<file path="config.mk">
export PLATFORM = sky130hd
export DESIGN_NAME = if_fetch_ctrl
export DESIGN_NICKNAME = d
export VERILOG_FILES = /design/src/rtl/if_fetch_ctrl_pkg.sv /design/src/rtl/if_fetch_ctrl_inst_buf.sv /design/src/rtl/if_fetch_ctrl.sv
export SDC_FILE = /design/constraint.sdc
export NUM_CORES = 1
export LEC_CHECK = 0
export BUFFER_PORTS_ARGS = -buffer_cell sky130_fd_sc_hd__buf_2
export CORE_ASPECT_RATIO = 2
export CORE_MARGIN = 3
export CORE_UTILIZATION = 52
export DETAILED_ROUTE_END_ITERATION = 10
export GPL_TIMING_DRIVEN = 1
export PLACE_DENSITY_LB_ADDON = 0.1
export RECOVER_POWER = 25
export SLEW_MARGIN = 30
export SYNTH_ARGS = -nofsm -noshare
export SYNTH_HDL_FRONTEND = slang
export SYNTH_SLANG_ARGS = --single-unit
</file>
<file path="constraint.sdc">
create_clock -name i_clk -period 5.15 [get_ports i_clk]
set_clock_uncertainty 0.1 [all_clocks]
set_input_delay 1.03 -clock i_clk [delete_from_list [all_inputs] [get_ports i_clk]]
set_output_delay 1.03 -clock i_clk [all_outputs]
set_load 0.03 [all_outputs]
</file>
<file path="src/rtl/if_fetch_ctrl_pkg.sv">
// Shared definitions for the instruction-fetch controller: FSM encoding,
// the NOP word used for faulted fetches and the default bus width.
package if_fetch_ctrl_pkg;

    localparam int          ADDR_W_DEF = 32;
    localparam logic [31:0] NOP_INST   = 32'h0;

    typedef enum logic [2:0] {
        S_IDLE    = 3'd0,
        S_REQ     = 3'd1,
        S_WAIT    = 3'd2,
        S_HOLD    = 3'd3,
        S_DISCARD = 3'd4
    } fetch_state_t;

endpackage

</file>
<file path="src/rtl/if_fetch_ctrl_inst_buf.sv">
// One-entry output buffer holding {pc, inst, adel} for the decode stage.
// A load sets valid; a clear drops valid but keeps the last contents.
module if_inst_buf
    import if_fetch_ctrl_pkg::*;
#(
    parameter int                ADDR_W   = ADDR_W_DEF,
    parameter logic [ADDR_W-1:0] RESET_PC = ADDR_W'(32'hbfc0_0000)
) (
    input  logic              i_clk,
    input  logic              i_rst,
    input  logic              i_load,
    input  logic              i_clear,
    input  logic [ADDR_W-1:0] i_pc,
    input  logic [ADDR_W-1:0] i_inst,
    input  logic              i_adel,
    output logic              o_valid,
    output logic [ADDR_W-1:0] o_pc,
    output logic [ADDR_W-1:0] o_inst,
    output logic              o_adel
);

    logic              r_valid;
    logic [ADDR_W-1:0] r_pc;
    logic [ADDR_W-1:0] r_inst;
    logic              r_adel;

    // Load has priority so a refill in the same cycle as a clear keeps the new entry.
    always_ff @(posedge i_clk) begin
        if (i_rst) begin
            r_valid <= 1'b0;
            r_pc    <= RESET_PC;
            r_inst  <= ADDR_W'(NOP_INST);
            r_adel  <= 1'b0;
        end else if (i_load) begin
            r_valid <= 1'b1;
            r_pc    <= i_pc;
            r_inst  <= i_inst;
            r_adel  <= i_adel;
        end else if (i_clear) begin
            r_valid <= 1'b0;
        end
    end

    assign o_valid = r_valid;
    assign o_pc    = r_pc;
    assign o_inst  = r_inst;
    assign o_adel  = r_adel;

endmodule

</file>
<file path="src/rtl/if_fetch_ctrl.sv">
// Instruction-fetch controller: one outstanding read on the inst bus, PC
// advance via pc_en, and dropping of in-flight fetches on a flush.
module if_fetch_ctrl
    import if_fetch_ctrl_pkg::*;
#(
    parameter int                ADDR_W   = ADDR_W_DEF,
    parameter logic [ADDR_W-1:0] RESET_PC = ADDR_W'(32'hbfc0_0000)
) (
    input  logic              i_clk,
    input  logic              i_rst,
    input  logic [ADDR_W-1:0] i_pc,
    output logic              o_pc_en,
    input  logic              i_flush,
    output logic              o_inst_req,
    output logic [ADDR_W-1:0] o_inst_addr,
    input  logic              i_inst_addr_ok,
    input  logic              i_inst_data_ok,
    input  logic [ADDR_W-1:0] i_inst_rdata,
    input  logic              i_id_ready,
    output logic              o_if_valid,
    output logic [ADDR_W-1:0] o_if_pc,
    output logic [ADDR_W-1:0] o_if_inst,
    output logic              o_if_adel
);

    fetch_state_t      r_state;
    fetch_state_t      w_stateNext;
    logic [ADDR_W-1:0] r_reqAddr;
    logic              w_aligned;
    logic              w_handshake;
    logic              w_bufLoad;
    logic              w_bufClear;
    logic [ADDR_W-1:0] w_loadPc;
    logic [ADDR_W-1:0] w_loadInst;
    logic              w_loadAdel;

    assign w_aligned   = (i_pc[1:0] == 2'b00);
    assign w_handshake = (r_state == S_REQ) && w_aligned && i_inst_addr_ok;
    assign o_inst_addr = i_pc;

    always_ff @(posedge i_clk) begin
        if (i_rst) begin
            r_state   <= S_IDLE;
            r_reqAddr <= '0;
        end else begin
            r_state <= w_stateNext;
            if (w_handshake) begin
                r_reqAddr <= i_pc;
            end
        end
    end

    always_comb begin
        w_stateNext = r_state;
        o_inst_req  = 1'b0;
        o_pc_en     = 1'b0;
        w_bufLoad   = 1'b0;
        w_bufClear  = 1'b0;
        w_loadPc    = i_pc;
        w_loadInst  = ADDR_W'(NOP_INST);
        w_loadAdel  = 1'b0;

        case (r_state)
            S_IDLE: begin
                w_stateNext = S_REQ;
            end
            S_REQ: begin
                o_inst_req = w_aligned;
                if (i_flush) begin
                    // Redirect wins; an accepted request must still be drained.
                    o_pc_en = 1'b1;
                    if (w_handshake) begin
                        w_stateNext = S_DISCARD;
                    end
                end else if (w_aligned) begin
                    if (i_inst_addr_ok) begin
                        o_pc_en     = 1'b1;
                        w_stateNext = S_WAIT;
                    end
                end else begin
                    w_bufLoad   = 1'b1;
                    w_loadAdel  = 1'b1;
                    w_stateNext = S_HOLD;
                end
            end
            S_WAIT: begin
                o_pc_en = i_flush;
                if (i_inst_data_ok) begin
                    if (i_flush) begin
                        w_stateNext = S_REQ;
                    end else begin
                        w_bufLoad   = 1'b1;
                        w_loadPc    = r_reqAddr;
                        w_loadInst  = i_inst_rdata;
                        w_stateNext = S_HOLD;
                    end
                end else if (i_flush) begin
                    w_stateNext = S_DISCARD;
                end
            end
            S_HOLD: begin
                o_pc_en = i_flush;
                if (i_flush || i_id_ready) begin
                    w_bufClear  = 1'b1;
                    w_stateNext = S_REQ;
                end
            end
            S_DISCARD: begin
                // The stale response is swallowed even when another flush arrives.
                o_pc_en = i_flush;
                if (i_inst_data_ok) begin
                    w_stateNext = S_REQ;
                end
            end
            default: begin
                w_stateNext = S_IDLE;
            end
        endcase
    end

    if_inst_buf #(
        .ADDR_W  (ADDR_W),
        .RESET_PC(RESET_PC)
    ) u_inst_buf (
        .i_clk  (i_clk),
        .i_rst  (i_rst),
        .i_load (w_bufLoad),
        .i_clear(w_bufClear),
        .i_pc   (w_loadPc),
        .i_inst (w_loadInst),
        .i_adel (w_loadAdel),
        .o_valid(o_if_valid),
        .o_pc   (o_if_pc),
        .o_inst (o_if_inst),
        .o_adel (o_if_adel)
    );

endmodule

</file>
# --- After elaboration in Yosys (flattened, before gate mapping) ---
# Index checks and enable logic that the tools add are counted.
totals:
  reg_bits: 101
  output_inout_bits: 100
classes:
  n_eq_ne: 9
  n_mux: 31
  n_reduce_logical: 8
ops:
  columns: ["op", "n"]
  rows:
  - ["$mux W32", 6]
  - ["$mux W3", 8]
  - ["$pmux W3 S5", 1]
  - ["$mux W1", 13]
  - ["$eq A3 B2 Y1 const B", 2]
  - ["$ne A3 B3 Y1 const B", 2]
  - ["$reduce_and A5 Y1", 1]
  - ["$ne A2 B2 Y1 const B", 2]
  - ["$ne A4 B4 Y1 const B", 1]
  - ["$pmux W1 S2", 2]
  - ["$eq A3 B1 Y1 const B", 1]
  - ["$eq A3 B3 Y1 const B", 1]
  - ["$logic_not A3 Y1", 1]
  - ["$reduce_or A3 Y1", 1]
  - ["$logic_and A1 B1 Y1", 2]
  - ["$logic_not A2 Y1", 1]
  - ["$mux W2", 1]
  - ["$reduce_bool A2 Y1", 1]
  - ["$logic_or A1 B1 Y1", 1]

# --- Longest topological paths before layout ---
# Gate-level depths: netlist of run 1.
depth:
  ltp_word: 6
  depth_mapped: 7

# --- By module ---
# Synthesis of run 1 repeated with hierarchy kept, for this count alone.
unflattened:
  cells_unflattened: 560
  hier_area_um2: 4638.2
modules_own_cells:
  columns: ["module", "n_inst", "cells_each", "area_per_inst_um2"]
  rows:
  - ["if_inst_buf", 1, 214, 2387.3]
  - ["if_fetch_ctrl", 1, 346, 2250.9]

# --- Worst setup path before layout of run 1 ---
# OpenSTA, ideal clock, no wires.
synth_timing:
  kind: "input-to-output"
  start: "in i_pc[0]"
  end: "out o_pc_en"
  arrival_ns: 2.104
  slack_ns: 1.916
  path_stages: 6
  n_path_buf: 2
  cell_sequence: "nor2_1 -> and3_1 -> clkbuf_1 -> buf_2 -> nor2_1 -> nor2_1"
synth_between:
  elab_chain_len: 4
synth_rtl:
  columns: ["element", "line", "text"]
  rows:
  - ["start, declared", "if_fetch_ctrl.sv:11", "input logic [ADDR_W-1:0] i_pc,"]
  - ["$logic_not A2 Y1", "if_fetch_ctrl.sv:37", "assign w_aligned = (i_pc[1:0] == 2'b00);"]
  - ["$mux W1", "if_fetch_ctrl.sv:75", "end else if (w_aligned) begin"]
  - ["$mux W1", "if_fetch_ctrl.sv:69", "if (i_flush) begin"]
  - ["$pmux W1 S2", "if_fetch_ctrl.sv:63", "case (r_state)"]
  - ["end, declared", "if_fetch_ctrl.sv:12", "output logic o_pc_en,"]
# No other way between the ends.

# --- Final worst setup path of run 1 ---
layout_timing:
  start: "reg r_state[0]"
  end: "out o_pc_en"
layout_between:
  elab_chain_len: 3
  word_cells_on_any_way: 6
layout_rtl:
  columns: ["element", "line", "text"]
  rows:
  - ["start, declared", "if_fetch_ctrl.sv:26", "fetch_state_t r_state;"]
  - ["start signal, assigned", "if_fetch_ctrl.sv:46", "r_state <= w_stateNext;"]
  - ["$eq A3 B3 Y1 or $eq A3 B2 Y1 (tied branches)", "if_fetch_ctrl.sv:63", null]
  - ["$reduce_or A3 Y1 (no line)", null, null]
  - ["$pmux W1 S2 *", "if_fetch_ctrl.sv:63", null]
# Mark *: on every way between the ends. The rest lies on a longest branch, timed or not.

==> flow_summary.json, run 1 <==
{
  "synth_top_area_cell": "dfxtp_1",
  "wl_met3_um": 637,
  "maxCapViolations": 0,
  "grt_max_degree": 66,
  "dp_slack_ps": 2130,
  "cts_setup_buffers": 0,
  "drt_pre_antenna_iters": 4,
  "antenna_found_initial": 0,
  "pwr-share-seq_pct": 46.0,
  "cts.repair.resized": 0,
  "yosys_register_bits": 101,
  "clk_pin_slew_ps": 60,
  "avgSynthCellArea_um2": 8.21,
  "setup_viol": 0,
  "highest_layer": "met4",
  "synth_top_area_share_pct": 48.4,
  "dp_hpwl_mm": 7.04,
  "path_cells": "nor3b_2 -> and3_1 -> nor2_1 -> nor2_1 -> buf_2",
  "syn_nets": 579,
  "placement.cell_area_um2": 4760,
  "synthTopCellsByArea": "dfxtp_1 48%, nand2_1 9.9%, nor2_1 6.3%",
  "maxSlewViolCount": 0,
  "synth_cell_types": 33,
  "cp_slowest_stage_delay_ps": 820,
  "met1_length_mm": 4.27,
  "cp_top_family": "simple AND/OR/NAND/NOR gates",
  "start_util_pct": 54.1,
  "tightestPinTransition_ps": 937,
  "netSwitchingFraction_pct": 28.7,
  "power.density_nw_per_um2": 369,
  "layout-drive-gt1-share_pct": 23.6,
  "postCtsHoldBufs": 0,
  "crit_slowest_cell": "nor3b_2",
  "max_clock_freq_mhz": 293,
  "holdWs_ps": 353,
  "track_usage_pct": 22.4,
  "clkSinkCount": 101,
  "h-tree-depth": 3,
  "crit_top_cell": "nor2_1",
  "cts_buffers": 9,
  "core-area_um2": 7710,
  "status": "complete, no violations",
  "hold_viol_final": 0,
  "total_power_uw": 1840,
  "routed_via_density": 5.43,
  "rows": 45,
  "wl_met2_mm": 5.36,
  "path_class": "reg -> out",
  "wirelength_mm": 10.5,
  "drtAntennaViolNets": 0,
  "vdd_drop_max_uv": 229,
  "yosysWarningCount": 0,
  "final_nets": 691,
  "fin_ws_ps": 1740,
  "synth-seq-area-share_pct": 48.4,
  "cp_max_fo": 13,
  "grt_pass1_wl_mm": 16.9,
  "clock_path_buffers": 2,
  "hold_path_class": "reg -> reg",
  "path_buf_inv": 1,
  "switching_power_uw": 529,
  "cts-root-buf": "clkbuf_16",
  "relSlewSlack_pct": 37.2,
  "netlist_instances": 509,
  "clkPwrFrac_pct": 36.0,
  "fp.dieW_um": 69.4,
  "vias": 3910,
  "period_share_pct": 66.3,
  "insertion_delay_ps": 340,
  "min_period_ps": 3410,
  "die_h_um": 133,
  "fin_area_um2": 4990,
  "grt_pass1_vias": 3598,
  "wire_per_inst_um": 14.6,
  "pwr-share-comb_pct": 18.0,
  "io_buffers": 169,
  "leakage_uw": 0.00207,
  "start_kind": "register",
  "worstPathArrival_ps": 2280,
  "drc_errors": 0,
  "gp_congestion": 0.808,
  "drt_iter0_markers": 237,
  "dieArea_um2": 9210,
  "required_ps": 4020,
  "tns_ps": 0,
  "antenna-diode-count": 0,
  "syn2layout_area_growth_pct": 19.4,
  "critPathCaptureType": "primary output",
  "grt_overflow": 0,
  "cts_tree": "built",
  "boundaryPins": 170,
  "p_int_uw": 1310,
  "rsz0062_at_grt": "false",
  "mappedNetlistArea_um2": 4180
}
synthesized netlist by cell type:
| cell | instances |
|---|---|
| buf_6 | 2 |
| nor2_4 | 1 |
| or3_1 | 1 |
| and2_1 | 1 |
| a21oi_1 | 33 |
| nor2_1 | 70 |
| o21ba_2 | 1 |
| o21ai_0 | 12 |
| nor2b_1 | 2 |
| xor2_1 | 1 |
| nand2_1 | 110 |
| nand3_1 | 10 |
| a311oi_1 | 21 |
| or4_1 | 1 |
| o21bai_2 | 1 |
| a311oi_2 | 2 |
| buf_4 | 32 |
| inv_1 | 1 |
| or3b_4 | 1 |
| clkbuf_1 | 18 |
| nor3_1 | 1 |
| nor3b_2 | 2 |
| and2b_1 | 1 |
| nand2b_1 | 1 |
| and3_1 | 12 |
| o22ai_1 | 3 |
| o21ai_1 | 9 |
| a211oi_1 | 1 |
| dfxtp_1 | 101 |
| o311a_1 | 1 |
| a22oi_1 | 34 |
| nand3b_1 | 2 |
| buf_2 | 20 |
state kept, by name, summed over array words and instances (netlist names):
| name | flops |
|---|---|
| u_inst_buf.o_inst | 32 |
| u_inst_buf.o_valid | 1 |
| r_reqAddr | 32 |
| u_inst_buf.o_pc | 32 |
| u_inst_buf.o_adel | 1 |
| r_state | 3 |
layer usage:
| metal | up-vias | global-route usage [%] |
|---|---|---|
| met5 | - | 0 |
| met4 | 0 | 9.67 |
| met2 | 149 | 38.7 |
| met3 | 18 | 5.02 |
| li1 | 1928 | - |
| met1 | 1815 | 26.2 |
placed cells by master (no fill, tap or decap), types with 2 or more instances in the layout:
cell / count
nor2_1: 70
a21oi_1: 33
a311oi_1: 21
clkinv_2: 2
o21ai_0: 12
clkbuf_16: 9
o22ai_1: 3
nand3b_1: 2
buf_4: 5
and3_1: 12
nand2_1: 109
nor3b_2: 2
clkbuf_1: 51
a22oi_1: 33
o21ai_1: 9
dfxtp_1: 101
buf_2: 119
a311oi_2: 2
nand3_1: 10
nor2b_1: 2
area by class of cell:
| cell class | count | area [µm²] |
|---|---|---|
| Fill cell | 718 | 2730 |
| Clock buffer | 12 | 246 |
| Multi-Input combinational cell | 335 | 1730 |
| Tap cell | 94 | 118 |
| Clock inverter | 4 | 47.5 |
| Inverter | 1 | 3.75 |
| Timing Repair Buffer | 173 | 817 |
| Sequential cell | 101 | 2020 |
logic make-up after synthesis:
family,Yosys count,synth area share [%]
AOI/OAI and AO/OA,118,19.1
xor gates and xnor gates,1,0.210
buffers and inverters,73,10.4
DFF,101,48.4
and+or+nand+nor,216,21.9
through the flow:
| stage | utilization (%) | instances |
|---|---|---|
| after CTS | 65.5 | 720 |
| after global placement | 61.5 | 704 |
| final | 64.7 | 720 |
| after detailed placement | 61.7 | 704 |
| after floorplan | - | 509 |
| after global routing | 64.7 | 720 |
power by group through the flow:
stage | Combinational [µW] | Clock [µW] | Sequential [µW]
floorplan | 195 | 0 | 913
global placement | 333 | 0 | 861
detailed placement | 340 | 0 | 862
CTS | 341 | 682 | 845
global route | 359 | 715 | 850
finish | 332 | 662 | 845
path summary, 6_finish.rpt:
check	start	to	slack [ps]	cells past startpoint
worst min register to register	r_reqAddr[24]$_SDFFE_PP0P_	r_reqAddr[24]$_SDFFE_PP0P_	350	2
worst max register to register	r_state[0]$_SDFFE_PP0P_	u_inst_buf.o_pc[5]$_SDFFE_PP0P_	2420	4
worst min-delay path	r_reqAddr[24]$_SDFFE_PP0P_	r_reqAddr[24]$_SDFFE_PP0P_	350	2
worst max-delay path	r_state[0]$_SDFFE_PP0P_	o_pc_en	1740	5
worst register-to-register path, stage by stage (launching register included):
cell and delay [ps]:
dfxtp_1 460, nor3b_2 820, nand2_1 780, nand2_1 300
a311oi_2 110
No activity file was read; power rests on OpenSTA's default activity.
==> run 2, diff against run 1 <==
- ABC_AREA: unset -> 1
- CORE_UTILIZATION: 52 -> 43
- clock period: 5.15 -> 2.9 ns (I/O delays scaled with it)
==> run 2 against run 1 <==
Net effect:
- first-iteration DRC count shrank 27%
- final cell count grew 7.5%
- hold slack lost 11 ps
- global-route usage shrank 3.6 points
- die area grew 19%
- via count shrank 0.38%
==> flow_summary.json, run 2 <==
{
  "hold_viol_final": 0,
  "status": "complete, no violations",
  "start_util_pct": 44.5,
  "placement.cell_area_um2": 4780,
  "worstPathArrival_ps": 1690,
  "tns_ps": 0,
  "cts.repair.resized": 0,
  "r2r-start": "r_state[0]$_SDFFE_PP0P_",
  "synth_cell_types": 25,
  "dp_slack_ps": 590,
  "fin_util_pct": 53.4,
  "dieArea_um2": 11000,
  "required_ps": 2220,
  "timing.rr.end": "r_reqAddr[3]$_SDFFE_PP0P_",
  "yosys.cell_count.top_type": "nand2_1",
  "r2r_slack_ps": 870,
  "pwr-share-seq_pct": 41.5,
  "boundaryPins": 170,
  "postCtsHoldBufs": 0,
  "rsz0062_at_grt": "false",
  "leakage_uw": 0.00214,
  "p_int_uw": 2590,
  "grt_max_degree": 67,
  "yosys.area_share.simple_pct": 23.2,
  "die_h_um": 145,
  "min_period_ps": 2370,
  "fillers": 959,
  "path_class": "reg -> out",
  "synth-seq-area-share_pct": 48.4,
  "fin_ws_ps": 532,
  "setup_viol": 0,
  "routed_via_density": 5.03,
  "drt_iter0_markers": 173,
  "yosys_register_bits": 101,
  "layout-drive-gt1-share_pct": 23.4,
  "netlist_top_cells_count": "132 x nand2_1, 101 x dfxtp_1, 73 x nor2_1",
  "netlist_instances": 547,
  "cp_max_fo": 7,
  "core-area_um2": 9380,
  "clock_path_buffers": 2,
  "postSynth.asyncResetShare_pct": 0,
  "final_nets": 736,
  "mappedNetlistArea_um2": 4170,
  "clkPwrFrac_pct": 28.7,
  "cts_buffers": 9,
  "period_share_pct": 81.6,
  "dp_hpwl_mm": 7.27,
  "synth_flop_cell": "dfxtp_1",
  "grt_overflow": 0,
  "synth_top_area_share_pct": 48.4,
  "switching_power_uw": 1490,
  "yosysWarningCount": 0,
  "gp_congestion": 0.875,
  "io_buffers": 169,
  "max_clock_freq_mhz": 422,
  "drt_pre_antenna_iters": 4,
  "track_usage_pct": 18.7,
  "wirelength_mm": 10.6,
  "antenna-diode-count": 0,
  "cts_tree": "built",
  "clkSinkCount": 101,
  "tightestPinTransition_ps": 615,
  "avgSynthCellArea_um2": 7.63,
  "vdd_drop_max_uv": 444,
  "wire_per_inst_um": 13.6,
  "synth_mux_area_share_pct": 0,
  "insertion_delay_ps": 330,
  "syn_nets": 617,
  "synth_compound_area_share_pct": 16.7,
  "yosys.area_share.xor_xnor_pct": 0,
  "h-tree-depth": 3,
  "final_cell_mix": "131 x nand2_1, 119 x buf_2, 101 x dfxtp_1, 73 x nor2_1, 51 x clkbuf_1",
  "synthTopCellsByArea": "dfxtp_1 48%, nand2_1 12%, buf_4 6.8%",
  "fin_area_um2": 5010,
  "rr_worst_depth": 7,
  "maxSlewViolCount": 0,
  "clk_pin_slew_ps": 70,
  "grt_pass1_wl_mm": 16.3,
  "drc_errors": 0,
  "final_common_cell": "nand2_1",
  "power.density_nw_per_um2": 814,
  "relSlewSlack_pct": 59.0,
  "netSwitchingFraction_pct": 36.5,
  "fp.dieW_um": 75.7,
  "grt_pass1_vias": 3432,
  "crit_end": "o_pc_en",
  "cts-root-buf": "clkbuf_16",
  "start_kind": "register",
  "synth_fa_ha_area_share_pct": 0,
  "synth_top_area_cell": "dfxtp_1",
  "worstSetupStartpoint": "r_state[0]$_SDFFE_PP0P_",
  "rows": 50,
  "cts_setup_buffers": 0,
  "maxCapViolations": 0,
  "vias": 3895,
  "critPathCaptureType": "primary output",
  "drtAntennaViolNets": 0,
  "pwr-share-comb_pct": 29.9,
  "antenna_found_initial": 0,
  "synth_top_family_by_area": "simple AND/OR/NAND/NOR gates",
  "syn2layout_area_growth_pct": 20.0,
  "synth_edf_count": 0,
  "hold_path_class": "reg -> reg"
}
## run 2: changes by cell type in the layout (fill, tap and decap cells not counted), moves of 9 or more
| cell | previous run | this run |
|---|---|---|
| and3_1 | 12 | 0 |
| a311oi_1 | 21 | 0 |
| o211ai_1 | 0 | 9 |
| a22oi_1 | 33 | 0 |
| o21ai_0 | 12 | 50 |
| a31oi_1 | 0 | 23 |
| nand2_1 | 109 | 131 |
## run 2: cell families (layout without fill, tap and decap cells)
| logic type | Yosys count | count (layout) |
|---|---|---|
| AND/OR/NAND/NOR | 235 | 235 |
| buffers and inverters | 83 | 206 |
| flip-flops | 101 | 101 |
| AO/OA/AOI/OAI | 128 | 128 |
## run 2: cell type report
| cell class | count | area [µm²] | share of cell area [%] |
|---|---|---|---|
| clock buffers | 10 | 229 | 4.57 |
| clock inverters | 5 | 62.6 | 1.25 |
| inverters | 14 | 55.1 | 1.10 |
| multi-input cells | 363 | 1670 | 33.3 |
| flip-flops and latches | 101 | 2020 | 40.4 |
| well taps | 104 | 130 | 2.60 |
| repair buffers | 177 | 843 | 16.8 |
## run 2: worst min path at each step
stage                               from  slack [ps]  depth (start not counted)                   endpoint
2_1_floorplan  r_reqAddr[0]$_SDFFE_PP0P_         320                          2  r_reqAddr[0]$_SDFFE_PP0P_
3_3_place_gp   r_reqAddr[1]$_SDFFE_PP0P_         330                          2  r_reqAddr[1]$_SDFFE_PP0P_
3_5_place_dp   r_reqAddr[1]$_SDFFE_PP0P_         340                          2  r_reqAddr[1]$_SDFFE_PP0P_
4_1_cts        r_reqAddr[1]$_SDFFE_PP0P_         350                          2  r_reqAddr[1]$_SDFFE_PP0P_
5_1_grt        r_reqAddr[1]$_SDFFE_PP0P_         360                          2  r_reqAddr[1]$_SDFFE_PP0P_
6_report       r_reqAddr[1]$_SDFFE_PP0P_         340                          2  r_reqAddr[1]$_SDFFE_PP0P_
## run 2: per-layer routing
metal  vias up  wire length (µm)  global-route usage, %
li1       1995                 -                      -
met1      1742              4330                   21.8
met2       140              5320                   31.6
met3        18               654                   4.36
met4         0               257                   8.23
met5         -                 0                      0
## run 2: worst max-delay path, cell delays in order (launching register included)
cell and delay [ps]:
dfxtp_1 470, inv_2 100, nor2_1 150, nand4_2 140, a211oi_1 250, buf_2 240
## run 2: power groups by stage
stage          combinational, µW  clock, µW  sequential, µW
2_1_floorplan                661          0            1990
3_3_place_gp                1230          0            1720
3_5_place_dp                1240          0            1720
4_1_cts                     1250       1210            1690
5_1_grt                     1340       1270            1710
6_report                    1220       1170            1690
## run 2: per-stage QoR
step	hold WS [ps]	instances	power [µW]
6_report	343	774	4080
5_1_grt	364	774	4330
4_1_cts	347	774	4140
3_5_place_dp	336	759	2960
3_3_place_gp	333	759	2940
2_1_floorplan	325	547	2660
==> run 3, diff against run 2 <==
- CORE_UTILIZATION: 43 -> 48
- clock period: 2.9 -> 2.2 ns (I/O delays scaled with it)
==> run 3 against run 2 <==
Net effect:
- clock power rose by 44%
- first-iteration DRC count fell by 23%
- wire length fell by 2.6%
- clock-buffer cell count rose by 2
- sequential cell count did not move
- sequential power rose by 33%
- setup slack got worse by 380 ps
- design area rose by 3.1%
- global-route usage rose by 1.6 points
- critical path type unchanged
- highest routed layer unchanged
==> flow_summary.json, run 3 (synthesis results as in run 2) <==
{
  "dp_hpwl_mm": 7.31,
  "min_to": "u_inst_buf.o_inst[21]$_SDFFE_PP0P_",
  "io_buffers": 169,
  "vdd_drop_max_uv": 608,
  "final_cell_mix": "131 x nand2_1, 119 x buf_2, 100 x dfxtp_1, 73 x nor2_1, 51 x clkbuf_1",
  "rows": 47,
  "pwr-share-comb_pct": 29.8,
  "max_clock_freq_mhz": 488,
  "hold_path_class": "in -> reg",
  "antenna_found_initial": 0,
  "clkSinkCount": 101,
  "holdWs_ps": 254,
  "rr_worst_depth": 8,
  "drt_iter0_markers": 134,
  "r2r-start": "r_state[0]$_SDFFE_PP0P_",
  "start_util_pct": 50.0,
  "leakage_uw": 0.00223,
  "layout-drive-gt1-share_pct": 24.5,
  "hold_viol_final": 0,
  "die_h_um": 138,
  "drtAntennaViolNets": 0,
  "worstHoldStart": "i_inst_rdata[21]",
  "placement.cell_area_um2": 4900,
  "setup_viol": 0,
  "grt_pass1_vias": 3517,
  "track_usage_pct": 20.3,
  "final_nets": 742,
  "tns_ps": 0,
  "cts_buffers": 9,
  "cts_tree": "built",
  "drt_pre_antenna_iters": 5,
  "clock_path_buffers": 2,
  "switching_power_uw": 1940,
  "start_kind": "register",
  "cp_max_fo": 7,
  "hold_depth": 3,
  "fin_cells": 775,
  "cts-root-buf": "clkbuf_16",
  "numPlacedInstances": 759,
  "routed_via_density": 5.06,
  "p_int_uw": 3670,
  "syn2layout_area_growth_pct": 23.7,
  "wirelength_mm": 10.3,
  "grt_overflow": 0,
  "cp_slowest_stage_delay_ps": 400,
  "gp_congestion": 0.824,
  "min_period_ps": 2050,
  "path_cells": "inv_2 -> nor2_1 -> nand4_2 -> a211oi_2 -> buf_2",
  "crit_slowest_cell": "dfxtp_2",
  "path_class": "reg -> out",
  "critPathCaptureType": "primary output",
  "clk_pin_slew_ps": 60,
  "relSlewSlack_pct": 72.1,
  "antenna-diode-count": 0,
  "fp.dieW_um": 71.9,
  "dieArea_um2": 9920,
  "tightestPinTransition_ps": 420,
  "netSwitchingFraction_pct": 34.6,
  "rsz0062_at_grt": "false",
  "drc_errors": 0,
  "r2r_slack_ps": 480,
  "final_common_cell": "nand2_1",
  "vias": 3919,
  "path_buf_inv": 2,
  "power.density_nw_per_um2": 1090,
  "worstPathArrival_ps": 1510,
  "fin_area_um2": 5160,
  "core-area_um2": 8350,
  "grt_pass1_wl_mm": 16.1,
  "grt_max_degree": 67,
  "pwr-share-seq_pct": 39.9,
  "cts_setup_buffers": 0,
  "boundaryPins": 170,
  "period_share_pct": 93.2,
  "required_ps": 1660,
  "timing.rr.end": "r_state[1]$_SDFFE_PP0P_",
  "wire_per_inst_um": 13.3,
  "insertion_delay_ps": 330,
  "cp_top_family": "flip-flops",
  "status": "complete, no violations",
  "h-tree-depth": 3,
  "maxSlewViolCount": 0,
  "maxCapViolations": 0,
  "clkPwrFrac_pct": 30.2
}
run 3: cell types whose count changed in the layout (fill, tap and decap cells not counted), moves of 2 or more:
| cell | change |
|---|---|
| clkbuf_8 | +2 |
| buf_12 | +6 |
| clkinvlp_4 | -2 |
| clkinv_2 | +2 |
| clkinv_4 | -2 |
run 3: repair_timing:
| action | in CTS | in global routing |
|---|---|---|
| hold buffers | 0 | 0 |
| gates resized for setup | 0 | 1 |
| endpoints found under the setup margin | 0 | 1 |
run 3: cell type report:
cell class,count,area (µm²)
fillers,833,3190
flip-flops and latches,101,2020
multi-input cells,363,1670
repair buffers,183,963
clock buffers,12,256
well taps,98,123
clock inverters,4,70.1
inverters,14,55.1
run 3: routing by layer:
metal	track usage [%]	wire length, µm
met1	22.9	4130
met2	36.1	5280
met3	4.57	634
met4	8.68	243
met5	0	0
run 3: worst max path at each step:
stage                                  startpoint      end  slack, ps  depth (start not counted)
after floorplan                           i_pc[0]  o_pc_en        120                          4
after global placement                    i_pc[0]  o_pc_en        320                          6
after detailed placement                  i_pc[0]  o_pc_en        310                          6
after CTS                 r_state[0]$_SDFFE_PP0P_  o_pc_en         30                          5
after global routing      r_state[0]$_SDFFE_PP0P_  o_pc_en         50                          5
final                     r_state[0]$_SDFFE_PP0P_  o_pc_en        150                          5
run 3: metrics by stage:
step / power, µW / setup slack (ps) / util (%)
6_report: 5600 / 149 / 61.8
2_1_floorplan: 3510 / 118 / -
3_5_place_dp: 3970 / 315 / 58.7
3_3_place_gp: 3950 / 324 / 58.7
4_1_cts: 5690 / 31.1 / 62.6
5_1_grt: 5910 / 55.0 / 61.8
run 3: worst reg2reg max path: cells and delay by family (launching register included):
| kind | cells | cell delay [ps] |
|---|---|---|
| buffers and inverters | 2 | 340 |
| AO/OA/AOI/OAI | 1 | 280 |
| flip-flops | 1 | 400 |
| AND/OR/NAND/NOR | 5 | 500 |
run 3: power by group through the flow:
stage | registers (µW) | clock network (µW) | logic [µW]
floorplan | 2630 | 0 | 876
global placement | 2270 | 0 | 1680
detailed placement | 2270 | 0 | 1700
CTS | 2240 | 1740 | 1710
global route | 2270 | 1800 | 1840
finish | 2240 | 1690 | 1670
